## src/rtl/fp_expander.sv

```systemverilog
// fp_expander: decodes an 8-bit float code {sign, exponent, significand}
// into an OUT_W-bit two's-complement linear value. The significand is
// shifted left by the exponent one position per clock, then the sign is
// applied. Valid/ready handshake on both the input and the output side.
//
// Optional build macro FP_EXPAND_MIDPOINT_EN: when defined and exp > 0,
// the magnitude is reconstructed at the midpoint of its quantization
// interval (acc | (1 << (exp-1))). When undefined, reconstruction is the
// plain truncating value sig << exp.
module fp_expander #(
    parameter int EXP_W = 3,
    parameter int SIG_W = 4,
    parameter int OUT_W = 12
) (
    input  logic             clk,
    input  logic             rst,
    input  logic             in_valid,
    output logic             in_ready,
    input  logic             in_sign,
    input  logic [EXP_W-1:0] in_exp,
    input  logic [SIG_W-1:0] in_sig,
    output logic             out_valid,
    input  logic             out_ready,
    output logic [OUT_W-1:0] out_data,
    output logic             busy
);

    typedef enum logic [1:0] {
        IDLE  = 2'd0,
        SHIFT = 2'd1,
        HOLD  = 2'd2
    } state_t;

    state_t           state;
    logic [OUT_W-2:0] acc;
    logic [EXP_W-1:0] cnt;
    logic             sign;
    logic [OUT_W-1:0] mag;

`ifdef FP_EXPAND_MIDPOINT_EN
    logic [EXP_W-1:0] exp_r;
`endif

    // Input side is open only in IDLE and never while reset is asserted.
    assign in_ready = (state == IDLE) && !rst;
    assign busy     = (state != IDLE);

    // Final unsigned magnitude presented to the sign stage.
    always_comb begin
        mag = {1'b0, acc};
`ifdef FP_EXPAND_MIDPOINT_EN
        if (exp_r != '0) begin
            mag = mag | (OUT_W'(1) << (exp_r - EXP_W'(1)));
        end
`endif
    end

    // Control FSM: load code, shift once per cycle, hold result until taken.
    always_ff @(posedge clk) begin
        if (rst) begin
            state     <= IDLE;
            acc       <= '0;
            cnt       <= '0;
            sign      <= 1'b0;
            out_data  <= '0;
            out_valid <= 1'b0;
`ifdef FP_EXPAND_MIDPOINT_EN
            exp_r     <= '0;
`endif
        end else begin
            case (state)
                IDLE: begin
                    if (in_valid) begin
                        acc   <= (OUT_W-1)'(in_sig);
                        cnt   <= in_exp;
                        sign  <= in_sign;
`ifdef FP_EXPAND_MIDPOINT_EN
                        exp_r <= in_exp;
`endif
                        state <= SHIFT;
                    end
                end
                SHIFT: begin
                    if (cnt != '0) begin
                        acc <= acc << 1;
                        cnt <= cnt - EXP_W'(1);
                    end else begin
                        out_data  <= sign ? (~mag + OUT_W'(1)) : mag;
                        out_valid <= 1'b1;
                        state     <= HOLD;
                    end
                end
                HOLD: begin
                    if (out_ready) begin
                        out_valid <= 1'b0;
                        state     <= IDLE;
                    end
                end
                default: begin
                    state <= IDLE;
                end
            endcase
        end
    end

endmodule

```

## config.mk

```make
export PLATFORM = sky130hd
export DESIGN_NAME = fp_expander
export DESIGN_NICKNAME = d
export VERILOG_FILES = /design/src/rtl/fp_expander.sv
export SDC_FILE = /design/constraint.sdc
export NUM_CORES = 1
export LEC_CHECK = 0
export ABC_CLOCK_PERIOD_IN_PS = 3250
export CORE_ASPECT_RATIO = 0.8
export CORE_MARGIN = 2
export CORE_UTILIZATION = 60
export DETAILED_ROUTE_END_ITERATION = 7
export DONT_BUFFER_PORTS = 1
export PLACE_DENSITY = 0.76
export SLEW_MARGIN = 20
export SYNTH_ARGS = -nofsm -noshare
export SYNTH_HDL_FRONTEND = slang
export SYNTH_SLANG_ARGS = --single-unit
```

## constraint.sdc

```tcl
create_clock -name clk -period 3.25 [get_ports clk]
set_clock_uncertainty 0.15 [all_clocks]
set_input_delay 0.65 -clock clk [delete_from_list [all_inputs] [get_ports clk]]
set_output_delay 0.65 -clock clk [all_outputs]
set_load 0.1 [all_outputs]
```

==> impl_metrics.ini <==
[synth]
synth-async-reset-ratio = 0
yosysWarnings = 0
synth_top_area_frac = 0.411
ys_ff_latch = 30
synth_cell_type_count = 36
synth_edf_count = 0
syn_avg_cell_area_um2 = 8.26
syn_area_um2 = 1460
yosysSeqAreaShare = 0.411
synth_area_leaders = dfxtp_1 (41%), nor2_1 (6.4%), a21oi_1 (5.8%)
netlist_instances = 177
ys.flop_type = dfxtp_1
synth_largest_area_cell = dfxtp_1
syn_nets = 192

[drt]
routed_wl_um = 2750
dr.pass1.iters = 4
drc = 0
num_vias = 1208
post_drt_wl_per_cell_um = 13.8
vias_per_cell = 6.04
drt_iter0_markers = 64
ant_nets = 0

[place]
preCtsSetupSlack_ns = 1.06
dp.cells = 192
placed_area_um2 = 1440
io_buffers = 0
place.gp.congestion = 0.787
dpl.hpwl_um = 1970

[power_and_ir_drop]
p_seq_frac = 0.567
p_sw_mw = 0.416
pwr-share-clk = 0.225
power_mw = 0.999
sw_frac_of_total = 0.416
power_density_nw_per_um2 = 667
ir_drop_mv = 0.321
p_leak_nw = 0.514
internal_power_mw = 0.583
combPwrFrac = 0.208

[grt]
grt_pass1_wl_um = 4640
grt_pass1_vias = 1102
antenna_found_initial = 0
grt_usage = 0.225
overflow = 0
grt_max_degree = 32

[clock_tree]
ctsResizeCount = 0
cts_setup_buffers = 0
cts_tree = built
clk_path_buf_depth = 2
cts_hold_buf = 0
worstSkewPairLatency_ns = 0.33
cts-root-buf = clkbuf_4
cts-htree-levels = 2
path_clk_slew_ns = 0.09
cts_made_buffers = 5
cts.sinks = 30

[die]
core-area_um2 = 2230
num_rows = 15
dieArea_um2 = 2850
die_w_um = 59.2
ios = 27
initial_core_util = 0.654
fp.dieH_um = 48.1

[worst_setup_path]
cpMaxStageDelayCell = dfxtp_1
cp_slowest_stage_delay_ns = 0.40
arrival_ns = 1.63
crit_path_frequent_cell = buf_4
path_buf_inv = 3
r2r_cells = 7
reg2reg_slack_ns = 1.05
required_ns = 2.45
cp_max_fo = 8
worstPathCellList = nor2_1, inv_1, buf_4, nor2_2, buf_4
critical_path_class = reg2out
crit_path_start_kind = flop
critPathTopFamily = buffers and inverters
cp-end-kind = output port
rr_endpoint = out_data[9]$_SDFFE_PP0P_
reg2reg_from = cnt[0]$_SDFFE_PP0P_

[final_layout]
fin_area_um2 = 1500
diodes = 0
drive_above_1_share = 0.0800
syn_to_final_growth_pct = 2.57
layout_commonest_cell = dfxtp_1
final_cell_mix = dfxtp_1 (30), nor2_1 (24), nand2_1 (20)
nFillCells = 187
final_core_util = 0.671
final_nets = 189
final_cells = 200

[timing]
hold_viol_final = 0
layout_min_cycle_time_ns = 2.43
slew_headroom = 0.339
tns_ns = 0
rsz0062_at_grt = false
final-setup-viol-count = 0
post-route-worst-setup-slack_ns = 0.824
final_max_slew_viol_count = 0
finalCritPeriodShare = 0.746
timing.hold.ws_ns = 0.228
fmax_mhz = 412
worst_pin_slew_ns = 0.991

[min_path]
hold_path_depth = 1
hold-path-endpoint = acc[6]$_SDFFE_PP0P_
hold_path.startpoint = rst
hp-class = in2reg

[flow_run]
drv_cap = 0

[status]
status = complete, no violations
[power groups by stage]
stage | sequential [mW] | combinational (mW) | clock [mW]
5_1_grt | 0.572 | 0.233 | 0.250
4_1_cts | 0.566 | 0.209 | 0.230
3_3_place_gp | 0.572 | 0.201 | 0
3_5_place_dp | 0.575 | 0.209 | 0
6_report | 0.566 | 0.208 | 0.225
2_1_floorplan | 0.558 | 0.202 | 0
[cells by family after synthesis]
group	count (synthesis)	synth area share
compound gates	44	0.201
xor+xnor	6	0.0360
fa+ha+maj	3	0.0257
buf+inv	20	0.0694
flops	30	0.411
mux	2	0.0137
simple gates	72	0.243
[Yosys cell counts, types with 2 or more instances]
library cell	n
nand3_1	10
or3_1	2
o21ai_0	3
inv_1	7
nor3b_1	2
ha_1	3
nor4_1	2
mux2i_1	2
nand2b_1	4
dfxtp_1	30
a21oi_1	17
a31oi_1	3
clkbuf_1	3
nand2_1	20
a311oi_1	5
xnor2_1	5
buf_2	6
buf_6	2
a211oi_1	10
nor2_1	25
[how the worst max path moves through the flow]
| stage | from | to | cells after the start |
|---|---|---|---|
| global route | state[1]$_SDFFE_PP0P_ | in_ready | 5 |
| CTS | state[1]$_SDFFE_PP0P_ | in_ready | 5 |
| floorplan | state[0]$_SDFFE_PP0P_ | in_ready | 4 |
| finish | state[1]$_SDFFE_PP0P_ | in_ready | 5 |
| detailed placement | cnt[0]$_SDFFE_PP0P_ | out_data[9]$_SDFFE_PP0P_ | 7 |
| global placement | cnt[0]$_SDFFE_PP0P_ | out_data[9]$_SDFFE_PP0P_ | 7 |
[state kept, by name (all words and copies together) (netlist names)]
register,flops
sign,1
acc,11
cnt,3
out_data,12
out_valid,1
state,2
[cell type report]
| type | instances | area (um^2) | area share |
|---|---|---|---|
| Timing Repair Buffer | 2 | 15.0 | 0.0100 |
| Clock buffer | 7 | 55.1 | 0.0367 |
| Tap cell | 25 | 31.3 | 0.0209 |
| Multi-Input combinational cell | 127 | 762 | 0.508 |
| Clock inverter | 1 | 5.00 | 0.00334 |
| Inverter | 8 | 30.0 | 0.0200 |
| Sequential cell | 30 | 601 | 0.401 |
[metal layers]
metal	vias to the layer above	routed length (um)	track usage
met5	-	0	0
li1	620	-	-
met3	7	144	0.0716
met4	0	57	0.118
met1	551	1320	0.270
met2	30	1230	0.373
Note: power is estimated with default switching activity, not from simulation.
